===== config.mk =====
export PLATFORM = sky130hd
export DESIGN_NAME = dotprod_l2_cfu
export DESIGN_NICKNAME = d
export VERILOG_FILES = /design/src/rtl/cfu_pkg.sv /design/src/rtl/dotprod_l2_cfu_lanes.sv /design/src/rtl/dotprod_l2_cfu.sv
export SDC_FILE = /design/constraint.sdc
export NUM_CORES = 1
export LEC_CHECK = 0
export ABC_AREA = 1
export CAP_MARGIN = 20
export CORE_UTILIZATION = 35
export CTS_BUF_LIST = sky130_fd_sc_hd__clkbuf_4 sky130_fd_sc_hd__clkbuf_8
export DETAILED_ROUTE_END_ITERATION = 8
export GPL_ROUTABILITY_DRIVEN = 0
export PLACE_DENSITY = 0.5
export SYNTH_ARGS = -nofsm -noshare
export SYNTH_HDL_FRONTEND = slang
export SYNTH_HIERARCHICAL = 1
export SYNTH_SLANG_ARGS = --single-unit

===== constraint.sdc =====
create_clock -name clk -period 18.5 [get_ports clk]
set_input_delay 2.775 -clock clk [delete_from_list [all_inputs] [get_ports clk]]
set_output_delay 2.775 -clock clk [all_outputs]
set_load 0.03 [all_outputs]

===== src/rtl/cfu_pkg.sv =====
// rtl/cfu_pkg.sv - CFU-L2 shared types: function IDs, status, context state and CSW
package cfu_pkg;

    typedef logic [9:0] cfid_t;

    typedef enum logic [9:0] {
        CFU_WRITE_STATE  = 10'd1020,
        CFU_READ_STATE   = 10'd1021,
        CFU_WRITE_STATUS = 10'd1022,
        CFU_READ_STATUS  = 10'd1023
    } istate_cfid_t;

    typedef enum logic [9:0] {
        DOTPROD_DOTPROD     = 10'd0,
        DOTPROD_DOTPRODACC  = 10'd1,
        DOTPROD_SDOTPROD    = 10'd2,
        DOTPROD_SDOTPRODACC = 10'd3
    } dotprod_cfid_t;

    typedef enum logic [2:0] {
        CFU_OK           = 3'd0,
        CFU_ERROR_CFU    = 3'd1,
        CFU_ERROR_OFF    = 3'd2,
        CFU_ERROR_STATE  = 3'd3,
        CFU_ERROR_INSN   = 3'd4,
        CFU_ERROR_FUNC   = 3'd5,
        CFU_ERROR_OP     = 3'd6,
        CFU_ERROR_CUSTOM = 3'd7
    } cfu_status_t;

    typedef enum logic [1:0] {
        CFU_CS_OFF   = 2'd0,
        CFU_CS_INIT  = 2'd1,
        CFU_CS_CLEAN = 2'd2,
        CFU_CS_DIRTY = 2'd3
    } cfu_cs_t;

    typedef struct packed {
        logic [23:0] state_size;
        logic [5:0]  rsvd;
        cfu_cs_t     cs;
    } cfu_csw_t;

    typedef enum logic [1:0] {
        DP_IDLE = 2'd0,
        DP_BUSY = 2'd1,
        DP_RESP = 2'd2
    } dp_state_e;

    function automatic logic is_dot_func(input cfid_t f);
        return f[9:2] == 8'd0;
    endfunction

    function automatic logic is_istate_func(input cfid_t f);
        return f[9:2] == 8'hFF;
    endfunction

    function automatic logic is_status_func(input cfid_t f);
        return (f == CFU_WRITE_STATUS) || (f == CFU_READ_STATUS);
    endfunction

endpackage


===== src/rtl/dotprod_l2_cfu_lanes.sv =====
// rtl/dotprod_l2_cfu_lanes.sv - combinational LANES-wide multiply and reduce
module dotprod_lanes #(
    parameter int ELEM_W = 8,
    parameter int LANES  = 1,
    parameter int DOTP_W = 18
) (
    input  logic [LANES*ELEM_W-1:0] a_i,
    input  logic [LANES*ELEM_W-1:0] b_i,
    input  logic                    signed_en_i,
    output logic [DOTP_W-1:0]       sum_o
);

    localparam int PW = 2*ELEM_W + 2;
    localparam int SW = (DOTP_W > PW) ? DOTP_W : PW;

    logic [ELEM_W-1:0] ea, eb;
    logic signed [PW-1:0] pa, pb, prod;
    logic signed [SW-1:0] acc;

    // One extra operand bit makes unsigned and signed products share one multiplier.
    always_comb begin
        ea   = '0;
        eb   = '0;
        pa   = '0;
        pb   = '0;
        prod = '0;
        acc  = '0;
        for (int i = 0; i < LANES; i++) begin
            ea   = a_i[i*ELEM_W +: ELEM_W];
            eb   = b_i[i*ELEM_W +: ELEM_W];
            pa   = {{(ELEM_W+2){signed_en_i & ea[ELEM_W-1]}}, ea};
            pb   = {{(ELEM_W+2){signed_en_i & eb[ELEM_W-1]}}, eb};
            prod = pa * pb;
            acc  = acc + SW'(prod);
        end
        sum_o = acc[DOTP_W-1:0];
    end

endmodule


===== src/rtl/dotprod_l2_cfu.sv =====
// rtl/dotprod_l2_cfu.sv - multi-context handshaked dot-product CFU with state/status access
module dotprod_l2_cfu
    import cfu_pkg::*;
#(
    parameter int CFU_N_STATES   = 4,
    parameter int CFU_FUNC_ID_W  = 10,
    parameter int CFU_DATA_W     = 32,
    parameter int CFU_CFU_ID_W   = 1,
    parameter int CFU_STATE_ID_W = (CFU_N_STATES > 1) ? $clog2(CFU_N_STATES) : 1,
    parameter int ELEM_W         = 8,
    parameter int LANES          = 1
) (
    input  logic                      clk,
    input  logic                      rst,
    input  logic                      clk_en,
    input  logic                      req_valid,
    output logic                      req_ready,
    input  logic [CFU_CFU_ID_W-1:0]   req_cfu,
    input  logic [CFU_STATE_ID_W-1:0] req_state,
    input  logic [CFU_FUNC_ID_W-1:0]  req_func,
    input  logic [CFU_DATA_W-1:0]     req_data0,
    input  logic [CFU_DATA_W-1:0]     req_data1,
    output logic                      resp_valid,
    input  logic                      resp_ready,
    output cfu_status_t               resp_status,
    output logic [CFU_DATA_W-1:0]     resp_data
);

    localparam int NE       = CFU_DATA_W / ELEM_W;
    localparam int K        = NE / LANES;
    localparam int DOTP_RAW = 2*ELEM_W + $clog2(NE);
    localparam int DOTP_W   = (DOTP_RAW < CFU_DATA_W) ? DOTP_RAW : CFU_DATA_W;
    localparam int GRP_W    = LANES * ELEM_W;
    localparam int NCTX     = 1 << CFU_STATE_ID_W;
    localparam int CNT_W    = (K > 1) ? $clog2(K) : 1;

    dp_state_e                 state_q, state_d;
    cfid_t                     func_q;
    logic [CFU_STATE_ID_W-1:0] sidx_q;
    logic [CFU_DATA_W-1:0]     a_q, b_q, data_q;
    logic [DOTP_W-1:0]         psum_q;
    logic [CNT_W-1:0]          cnt_q;
    cfu_status_t               status_q;
    cfu_cs_t                   cs_q [NCTX];
    logic [NCTX-1:0]           zacc_q;
    logic [CFU_DATA_W-1:0]     acc_q [NCTX];

    cfid_t                     func_in;
    logic                      accept, busy_last, acc_we;
    cfu_status_t               err;
    logic [DOTP_W-1:0]         lane_sum, psum_n;
    logic [CFU_DATA_W-1:0]     dot_ext, acc_old, dot_res, acc_wdata, csw_data;
    logic [CFU_STATE_ID_W-1:0] acc_widx;
    cfu_csw_t                  csw;
    cfu_cs_t                   new_cs;
    logic                      unused_req_cfu;

    assign unused_req_cfu = ^req_cfu;
    assign func_in    = cfid_t'(req_func);
    assign req_ready  = !rst && ((state_q == DP_IDLE) || ((state_q == DP_RESP) && resp_ready));
    assign accept     = req_valid && req_ready && clk_en;
    assign busy_last  = !rst && clk_en && (state_q == DP_BUSY) && (32'(cnt_q) == K - 1);
    assign resp_valid = (state_q == DP_RESP);
    assign resp_status = status_q;
    assign resp_data  = data_q;

    always_comb begin
        err = CFU_OK;
        if (32'(req_state) >= CFU_N_STATES)
            err = CFU_ERROR_STATE;
        else if ((cs_q[req_state] == CFU_CS_OFF) && !is_status_func(func_in))
            err = CFU_ERROR_OFF;
        else if (!is_dot_func(func_in) && !is_istate_func(func_in))
            err = CFU_ERROR_FUNC;
    end

    dotprod_lanes #(.ELEM_W(ELEM_W), .LANES(LANES), .DOTP_W(DOTP_W)) u_lanes (
        .a_i         (a_q[GRP_W-1:0]),
        .b_i         (b_q[GRP_W-1:0]),
        .signed_en_i (func_q[1]),
        .sum_o       (lane_sum)
    );

    // func[1] selects signed elements, func[0] selects accumulate.
    assign psum_n  = psum_q + lane_sum;
    assign dot_ext = func_q[1] ? CFU_DATA_W'($signed(psum_n)) : CFU_DATA_W'(psum_n);
    assign acc_old = zacc_q[sidx_q] ? '0 : acc_q[sidx_q];
    assign dot_res = func_q[0] ? (acc_old + dot_ext) : dot_ext;
    assign csw      = '{state_size: 24'd1, rsvd: 6'd0, cs: cs_q[req_state]};
    assign csw_data = CFU_DATA_W'(csw);
    assign new_cs   = cfu_cs_t'(req_data0[1:0]);

    always_comb begin
        state_d = state_q;
        if (accept)
            state_d = ((err == CFU_OK) && is_dot_func(func_in)) ? DP_BUSY : DP_RESP;
        else if (clk_en) begin
            case (state_q)
                DP_BUSY: if (busy_last) state_d = DP_RESP;
                DP_RESP: if (resp_ready) state_d = DP_IDLE;
                default: state_d = state_q;
            endcase
        end
    end

    always_ff @(posedge clk) begin
        if (rst)
            state_q <= DP_IDLE;
        else if (clk_en)
            state_q <= state_d;
    end

    always_comb begin
        acc_we    = busy_last;
        acc_wdata = dot_res;
        acc_widx  = sidx_q;
        if (accept && (err == CFU_OK) && (func_in == CFU_WRITE_STATE)) begin
            acc_we    = 1'b1;
            acc_wdata = req_data0;
            acc_widx  = req_state;
        end
    end

    always_ff @(posedge clk) begin
        if (acc_we)
            acc_q[acc_widx] <= acc_wdata;
    end

    always_ff @(posedge clk) begin
        if (rst) begin
            status_q <= CFU_OK;
            data_q   <= '0;
            zacc_q   <= '1;
            for (int i = 0; i < NCTX; i++)
                cs_q[i] <= CFU_CS_INIT;
        end else if (clk_en) begin
            if (accept) begin
                func_q   <= func_in;
                sidx_q   <= req_state;
                a_q      <= req_data0;
                b_q      <= req_data1;
                cnt_q    <= '0;
                psum_q   <= '0;
                status_q <= err;
                data_q   <= '0;
                if (err == CFU_OK) begin
                    case (func_in)
                        CFU_WRITE_STATE: begin
                            cs_q[req_state]   <= CFU_CS_DIRTY;
                            zacc_q[req_state] <= 1'b0;
                            data_q            <= req_data0;
                        end
                        CFU_READ_STATE:
                            data_q <= zacc_q[req_state] ? '0 : acc_q[req_state];
                        CFU_WRITE_STATUS: begin
                            data_q          <= csw_data;
                            cs_q[req_state] <= new_cs;
                            if ((new_cs == CFU_CS_OFF) || (new_cs == CFU_CS_INIT))
                                zacc_q[req_state] <= 1'b1;
                        end
                        CFU_READ_STATUS:
                            data_q <= csw_data;
                        default: ;
                    endcase
                end
            end else if (state_q == DP_BUSY) begin
                psum_q <= psum_n;
                cnt_q  <= cnt_q + 1'b1;
                a_q    <= a_q >> GRP_W;
                b_q    <= b_q >> GRP_W;
                if (busy_last) begin
                    cs_q[sidx_q]   <= CFU_CS_DIRTY;
                    zacc_q[sidx_q] <= 1'b0;
                    data_q         <= dot_res;
                    status_q       <= CFU_OK;
                end
            end
        end
    end

endmodule


Yosys cells after proc, flatten, opt, wreduce, memory -nomap -nowiden
Memories as Yosys holds them, arrays and structs flattened. A register that Yosys moved wholly into a read port is not among the register bits.
Index checks and enable logic that the tools add are counted.
{ "word_totals": {"register_bits": 129, "ram_bits": 136, "input_bits": 82, "output_inout_bits": 37, "word_cells": 152, "memories": 2} }
{ "memory_table": {"columns": ["memory", "words", "word_bits", "rd", "rd_ports_with_merged_regs", "write_ports", "line", "rtl"], "rows": [
  ["acc_q", 4, 32, 2, 1, 1, "dotprod_l2_cfu.sv:46", "logic [CFU_DATA_W-1:0] acc_q [NCTX];"],
  ["cs_q", 4, 2, 1, 0, 4, "dotprod_l2_cfu.sv:44", "cfu_cs_t cs_q [NCTX];"]
]} }
{ "op_classes": {"addsub": 3, "multipliers": 1, "magnitude_cmp": 4, "eq_ne": 14, "muxes": 72, "bitwise": 9, "reduce_logical": 37} }
{ "op_table": {"columns": ["operator", "count"], "rows": [
  ["32-bit two-way mux", 13],
  ["32-bit case mux with 3 select lines", 1],
  ["10-bit == test (second input constant)", 4],
  ["32-bit adder", 1],
  ["1-bit two-way mux", 29],
  ["2-bit two-way mux", 12],
  ["4-bit two-way mux", 5],
  ["18-bit adder", 1],
  ["9-bit by 9-bit multiplier with 18-bit output", 1],
  ["18-bit two-way mux", 1],
  ["3-bit two-way mux", 5],
  ["1-bit logical AND", 14],
  ["3-bit AND reduction", 3],
  ["4-bit bitwise AND", 2],
  ["8-bit == test (second input constant)", 1],
  ["8-bit logical NOT", 1],
  ["4-bit NOT", 2],
  ["4-bit case mux with 2 select lines", 1],
  ["2-bit logical NOT", 3],
  ["2-bit by 3-bit less-than comparator with 1-bit output (second input constant)", 2],
  ["3-bit by 1-bit inequality test with 1-bit output (second input constant)", 2],
  ["6-bit AND reduction", 1],
  ["2-bit OR reduction", 3],
  ["1-bit binary-select mux with 2-bit select", 2],
  ["other kinds (19)", 30]
]} }

Logic depth before layout (Yosys ltp)
Gate-level depths: netlist of the first run.
{ "depth": {"ltp_word": 15, "mapped_depth": 47, "depth_no_buf": 47} }

By module
The synthesis of the first run kept the hierarchy.
{ "by_module_without_submodules": {"columns": ["mod", "n_inst", "cells_per_inst", "area_per_inst_um2", "seq_area_each_um2"], "rows": [
  ["dotprod_l2_cfu", 1, 1776, 15189.6, 7567.3],
  ["dotprod_lanes", 1, 450, 3263.1, 0.0]
]} }

Least setup slack after synthesis of the first run
Ideal clock, no wire load.
{ "synth_path": {"kind": "input to register", "start": "input rst", "end": "register a_q[0] (enable)", "setup_time_ns": 0.555, "arrival_time_ns": 8.429, "t_required_ns": 17.945, "setup_slack_ns": 9.517, "path_stages": 7, "path_buffers": 3, "path_cell_list": "nor3_1 > and2_1 > nand2_1 > clkbuf_1 > buf_1 > buf_1 > a21oi_1"} }
{ "synth_between": {"elab_chain_len": 6, "elab_cells_between_ends": 7, "cone_classes": "bitwise: 1; reduce/logical: 6"} }
{ "synth_rtl": {"columns": ["item", "line", "rtl"], "rows": [
  ["start: declaration", "dotprod_l2_cfu.sv:14", "input logic rst,"],
  ["1-bit logical NOT", "dotprod_l2_cfu.sv:60", "assign req_ready = !rst && ((state_q == DP_IDLE) || ((state_q == DP_RESP) && resp_ready));"],
  ["1-bit logical AND", "dotprod_l2_cfu.sv:60", null],
  ["1-bit logical AND (2 in series)", "dotprod_l2_cfu.sv:61", "assign accept = req_valid && req_ready && clk_en;"],
  ["2-bit nonzero test (no source line)", null, null],
  ["3-bit AND reduction (no source line) (*)", null, null],
  ["end signal: assignment", "dotprod_l2_cfu.sv:140", "a_q <= req_data0;"],
  ["end signal: assignment", "dotprod_l2_cfu.sv:169", "a_q <= a_q >> GRP_W;"],
  ["end: declaration", "dotprod_l2_cfu.sv:40", "logic [CFU_DATA_W-1:0] a_q, b_q, data_q;"]
]} }
Every way passes the cells marked *; elsewhere a longest branch is shown, timed or not.
A chain may end at the register's enable or synchronous reset.

Worst setup path in the final report of the first run
{ "layout_path": {"start": "register a_q[7]", "end": "memory acc_q[2][28], data pin"} }
{ "layout_between": {"elab_chain_len": 7} }
{ "layout_rtl": {"columns": ["item", "line", "rtl"], "rows": [
  ["1-bit bitwise AND", "dotprod_l2_cfu_lanes.sv:31", "pa = {{(ELEM_W+2){signed_en_i & ea[ELEM_W-1]}}, ea};"],
  ["9-bit by 9-bit multiplier with 18-bit output (*)", "dotprod_l2_cfu_lanes.sv:33", "prod = pa * pb;"],
  ["named net lane_sum[15]", "dotprod_l2_cfu.sv:51", "logic [DOTP_W-1:0] lane_sum, psum_n;"],
  ["18-bit adder (*)", "dotprod_l2_cfu.sv:85", "assign psum_n = psum_q + lane_sum;"],
  ["32-bit two-way mux (*)", "dotprod_l2_cfu.sv:86", "assign dot_ext = func_q[1] ? CFU_DATA_W'($signed(psum_n)) : CFU_DATA_W'(psum_n);"],
  ["32-bit adder", "dotprod_l2_cfu.sv:88", "assign dot_res = func_q[0] ? (acc_old + dot_ext) : dot_ext;"],
  ["32-bit two-way mux (*)", "dotprod_l2_cfu.sv:88", null],
  ["32-bit two-way mux (*)", "dotprod_l2_cfu.sv:117", "if (accept && (err == CFU_OK) && (func_in == CFU_WRITE_STATE)) begin"],
  ["named net acc_wdata[28]", "dotprod_l2_cfu.sv:52", "logic [CFU_DATA_W-1:0] dot_ext, acc_old, dot_res, acc_wdata, csw_data;"],
  ["end: declaration", "dotprod_l2_cfu.sv:46", null]
]} }
The timed path passes the listed nets; every way through them passes the cells marked *.

==> reports/qor.csv, run 1 <==
stage,metric,value,unit
synthesis,synth_flop_cell,edfxtp_1,
clock_tree,postCtsHoldBufs,0,
clock_tree,cts_buffers,48,
worst_setup_path,worstSetupPathType,register to register,
worst_setup_path,cp_max_fo,15,
timing,setup_viol,0,
timing,setup-tns-final,0,ns
route,drc,0,
route,highest_layer,met4,
timing,period_share,0.505,
worst_setup_path,critPathCaptureType,register,
grt,grt_pass1_wl,91300,µm
worst_setup_path,worst_setup_path_start_kind,register,
worst_setup_path,ff2ff_path_depth,45,
worst_setup_path,cp.required,18.91,ns
synthesis,synth.net_count,2467,
worst_setup_path,critPathArrivalTime,9.74,ns
finish,final_common_cell,nand2_1,
synthesis,synth_cells,2226,
clock_tree,cts_resized,0,
route,m1WireLength,26100,µm
timing,grt_setup_unrepaired,no,
floorplanning,num_rows,83,
finish,stdcell_area,21300,µm²
status,outcome,finished clean,
floorplanning,initial_core_util,0.357,
worst_setup_path,reg2reg_to,acc_q[2][28],
grt,track_usage,0.226,
route,routed_wirelength,60000,µm
floorplanning,die_height,232,µm
power_and_ir_drop,p_leak,0.00959,µW
clock_tree,cts_tree,yes,
finish,syn2layout_area_growth,15.3,%
clock_tree,h-tree-depth,2,
place,placed_area,20300,µm²
power_and_ir_drop,ir_drop,0.0736,mV
power_and_ir_drop,pwr_density_cell,124,nW/µm²
timing,max_slew_margin,0.268,
grt,antenna_found_initial,1,
finish,drive_above_1_share,0.0743,
synthesis,synth-edff-count,224,
place,dp_hpwl,41600,µm
clock_tree,numClockSinks,266,
worst_setup_path,slowest_delay,0.61,ns
grt,grt_pass1_vias,15700,
clock_tree,cts_buffer_depth,3,
floorplanning,die_area,53600,µm²
route,met2WireLength,28200,µm
timing,timing.final.max_slew_violations,0,
worst_setup_path,crit-reg2reg-launch,a_q[7],
clock_tree,path_clk_slew,0.06,ns
worst_setup_path,path_common_cell,nand2_1,
worst_setup_path,reg2reg_slack,9.17,ns
synthesis,ys_seq_elements,266,
route,ant_nets,0,
place,io_buffer_count,117,
synthesis,synthArstFlopShare,0,
route,wl_per_cell,19.8,µm
route,first_iter_violations,1177,
worst_setup_path,cp-endpoint,acc_q[2][28],
timing,hold_viol_final,0,
run,drv_cap,0,
timing,final.setup.worst_slack,9.17,ns
clock_tree,worstSkewPairLatency,0.64,ns
floorplanning,core_area,51700,µm²
floorplanning,io_pins,119,
clock_tree,root_buffer,clkbuf_8,
worst_setup_path,critPathLaunch,a_q[7],
clock_tree,post-cts-setup-buffers,0,
synthesis,syn_area_per_cell,8.29,µm²
timing,clock_skew,0.0407,ns
grt,grt_max_degree,81,
finish,layout_common_cells,"nand2_1, inv_1, edfxtp_1, o21ai_0, nor2_1",
route,drt-pass1-iter-count,6,
floorplanning,die_x,232,µm
synthesis,synth_area,18500,µm²
synthesis,ys_seq_area_frac,0.410,
finish,instances_no_fill,3035,
route,routed_via_density,5.20,
place,dp.cells,2944,
place,dp_slack,9.16,ns
worst_setup_path,critPathSlowestCell,nor2_2,
min_path,min_path_type,register to register,
timing,clock.fmax,107,MHz
finish,fin_nets,2555,
synthesis,ys_types,58,
route,route.vias.total,15800,
synthesis,yosysWarnings,6,
grt,gr-total-overflow,0,
timing,fin_crit,9.33,ns
timing,tightest_slew,1.09,ns
route,dr_wl_met3,3770,µm
-- registers in the layout (all words and copies together), names as in the netlist, named ones only --
name         cells
acc_q          128
a_q             32
b_q             32
resp_data       32
psum_q          18
cs_q             8
cnt_q            2
func_q           2
resp_status      2
sidx_q           2
state_q          2
-- critical path: cells and delay by family, from the launching register on --
kind | cells | cell delay [ns]
fa+ha+maj | 8 | 3.71
compound gates | 5 | 1.04
buf+inv | 6 | 0.45
flops | 1 | 0.58
simple gates | 26 | 3.29
-- per-layer routing --
metal / track usage / vias to the layer above
li1: - / 7589
met1: 0.290 / 7624
met2: 0.374 / 476
met3: 0.0470 / 105
met4: 0.0816 / 0
met5: 0 / -
-- power breakdown --
part | total, µW | internal (µW) | switching, µW
registers | 775 | 764 | 11.0
logic | 1280 | 414 | 865
clock network | 590 | 322 | 268
-- worst min-delay path by stage --
stage                     startpoint          to  slack [ns]  cells after the start
after detailed placement  state_q[1]  state_q[1]        0.47                      2
after floorplan           state_q[1]  state_q[1]        0.44                      2
after global routing      state_q[1]  state_q[1]        0.51                      2
after global placement    state_q[1]  state_q[1]        0.46                      2
final                     state_q[1]  state_q[1]        0.47                      2
after CTS                    b_q[23]     b_q[15]        0.48                      2
-- cells in the mapped netlist (19+ instances only) --
library cell,n,share of area
inv_1,330,0.067
nand3_1,46,0.012
a22oi_1,35,0.014
nor2_1,175,0.036
dfxtp_1,42,0.046
a21oi_1,165,0.045
fa_1,72,0.078
clkbuf_1,71,0.014
ha_1,87,0.059
a221oi_1,19,0.0090
nand2_1,486,0.099
o21ai_0,218,0.059
o22ai_1,41,0.014
xor2_1,24,0.011
edfxtp_1,224,0.36
-- cells by family (layout without fill, tap and decap cells) --
family                   after synthesis  count (layout)  synth area share
buffers and inverters                448             576            0.0937
other                                  0               1                 0
flip-flops                           266             266             0.410
AO/OA/AOI/OAI                        543             543             0.169
AND/OR/NAND/NOR                      775             775             0.174
XOR/XNOR                              35              35            0.0166
adder cells (fa/ha/maj)              159             159             0.137
-- area by class of cell --
cell class,instances,area (µm²)
Inverter,344,1290
Fill cell,5184,30400
Tap cell,680,851
Multi-Input combinational cell,1512,9210
Sequential cell,266,7570
Clock buffer,58,742
Timing Repair Buffer,142,1360
Clock inverter,32,249
Antenna cell,1,2.50
-- stage by stage --
step / total power, µW / utilization / hold slack [ns]
detailed placement: 2050 / 0.392 / 0.467
CTS: 2650 / 0.411 / 0.475
global placement: 2040 / 0.392 / 0.456
finish: 2640 / 0.411 / 0.470
global route: 2830 / 0.411 / 0.508
floorplan: 1700 / - / 0.439
Power figures use the tool's default switching activity.
==> run 2, diff against run 1 <==
- PLACE_DENSITY: 0.5 -> 0.52
- clock period: 18.5 -> 8 ns (I/O delays scaled with it)
==> run 2 against run 1 <==
Compared with the run above: global-route usage is 0.36 points higher; cell area is 6.1% higher; die area stayed put; hold slack worse by 0.0026 ns; wire length is 1.9% higher; sequential power is 130% higher.
==> reports/qor.csv, run 2 (synthesis gave the netlist of run 1 again) <==
stage,metric,value,unit,change
place,dp_hpwl,42700,µm,was 41600 µm
timing,hold_viol_final,0,,unchanged
floorplanning,die_area,53600,µm²,unchanged
worst_setup_path,cp_max_fo,5,,was 15
finish,multi_input_area,9780,µm²,was 9210 µm²
clock_tree,worstSkewPairLatency,0.64,ns,about the same
floorplanning,die_x,232,µm,unchanged
power_and_ir_drop,p_leak,0.0101,µW,was 0.00959 µW
worst_setup_path,critPathArrivalTime,8.14,ns,was 9.74 ns
finish,syn2layout_area_growth,22.2,%,was 15.3%
worst_setup_path,worstSetupPathType,register to register,,unchanged
place,dp.cells,3035,,was 2944
clock_tree,cts_buffers,48,,unchanged
finish,final_common_cell,nand2_1,,unchanged
timing,tightest_slew,1.08,ns,was 1.09 ns
worst_setup_path,critPathSlowestCell,fa_1,,was nor2_2
grt,antenna_found_initial,1,,unchanged
grt,grt_pass1_wl,93200,µm,was 91300 µm
finish,seqCellArea,7570,µm²,unchanged
grt,gr-total-overflow,0,,unchanged
floorplanning,num_rows,83,,unchanged
route,routed_wirelength,61200,µm,was 60000 µm
finish,layout_common_cells,"nand2_1, inv_1, edfxtp_1, o21ai_0, nor2_1",,unchanged
grt,grt_pass1_vias,16400,,was 15700
finish,diodes,0,,was 1
place,io_buffer_count,117,,unchanged
clock_tree,postCtsHoldBufs,0,,unchanged
floorplanning,initial_core_util,0.357,,unchanged
grt,grt_max_degree,88,,was 81
clock_tree,cts_buffer_depth,3,,unchanged
floorplanning,core_area,51700,µm²,unchanged
run,drv_cap,0,,unchanged
worst_setup_path,cp.required,8.45,ns,was 18.91 ns
clock_tree,numClockSinks,266,,unchanged
finish,fin_nets,2651,,was 2555
route,ant_nets,0,,unchanged
route,wl_per_cell,19.5,µm,was 19.8 µm
worst_setup_path,slowest_delay,0.56,ns,was 0.61 ns
worst_setup_path,critPathCaptureType,register,,unchanged
status,outcome,finished clean,,unchanged
timing,fin_crit,7.69,ns,was 9.33 ns
timing,clock_skew,0.0239,ns,was 0.0407 ns
clock_tree,cts_tree,yes,,unchanged
finish,instances_no_fill,3130,,was 3035
route,drt-pass1-iter-count,5,,was 6
timing,period_share,0.961,,was 0.505
route,route.vias.total,16200,,was 15800
timing,timing.final.max_slew_violations,0,,unchanged
min_path,min_path_type,register to register,,unchanged
finish,n_fill_cell,5152,,was 5184
timing,grt_setup_unrepaired,yes,,was no
timing,whs,0.467,ns,was 0.470 ns
timing,clock.fmax,130,MHz,was 107 MHz
route,first_iter_violations,1241,,was 1177
clock_tree,path_clk_slew,0.06,ns,about the same
floorplanning,io_pins,119,,unchanged
clock_tree,h-tree-depth,2,,unchanged
finish,largest_register_ffs,128,,unchanged
worst_setup_path,path_common_cell,nand2_2,,was nand2_1
finish,regMostFlops,acc_q,,unchanged
power_and_ir_drop,pwr_density_cell,313,nW/µm²,was 124 nW/µm²
finish,drive_above_1_share,0.149,,was 0.0743
power_and_ir_drop,ir_drop,0.218,mV,was 0.0736 mV
clock_tree,root_buffer,clkbuf_8,,unchanged
grt,track_usage,0.229,,was 0.226
route,routed_via_density,5.18,,was 5.20
route,drc,0,,unchanged
floorplanning,die_height,232,µm,unchanged
worst_setup_path,worst_setup_path_start_kind,register,,unchanged
finish,fin_util,0.436,,was 0.411
worst_setup_path,reg2reg_slack,0.31,ns,was 9.17 ns
timing,setup_viol,0,,unchanged
timing,max_slew_margin,0.281,,was 0.268
run 2: cell types whose count changed in the layout (fill, tap and decap cells not counted), sizes merged:
| cell | change |
|---|---|
| buf | +96 |
| bufinv | -2 |
| clkbuf | +5 |
| clkinv | -2 |
| clkinvlp | -1 |
| diode | -1 |
run 2: path summary, 6_finish.rpt:
check,endpoint,from,cells past startpoint
setup / recovery,acc_q[0][30],func_q[1],45
hold / removal,state_q[1],state_q[1],2
setup reg to reg,acc_q[0][30],func_q[1],45
hold reg to reg,state_q[1],state_q[1],2
run 2: metrics by stage:
stage	area (µm²)	setup slack (ns)	power (µW)	setup TNS [ns]
3_3_place_gp	21000	-0.0230	5240	-0.0919
5_1_grt	22600	-0.155	7530	-3.70
2_1_floorplan	18500	0.384	3930	0
6_report	22600	0.310	7050	0
4_1_cts	21900	0.00595	6620	0
3_5_place_dp	21000	-0.0823	5280	-0.376
run 2: routing by layer:
metal  up-vias  track usage  share of wire
li1       7773            -              -
met1      7779        0.292           0.42
met2       506        0.379           0.47
met3       145       0.0384          0.062
met4         0        0.104          0.045
met5         -            0              0
run 2: repair_timing:
action	4_1_cts	5_1_grt
endpoints found under the setup margin	9	88
resized for setup	4	114
setup buffers	0	5
pin swaps	0	37
run 2: area by class of cell:
class	count	area share
repair buffers	238	0.0936
clock inverters	27	0.00771
multi-input cells	1512	0.434
clock buffers	63	0.0346
inverters	344	0.0573
well taps	680	0.0377
flip-flops and latches	266	0.336
run 2: critical path, delay by kind of cell, from the launching register on:
| family | cells | cell delay, ns |
|---|---|---|
| flops | 1 | 0.39 |
| simple gates | 25 | 2.35 |
| fa+ha+maj | 8 | 3.29 |
| compound gates | 6 | 0.81 |
| buf+inv | 6 | 0.64 |
run 2: power breakdown:
group	internal [µW]	switching, µW
Sequential	1770	23.1
Clock	701	600
Combinational	1610	2350
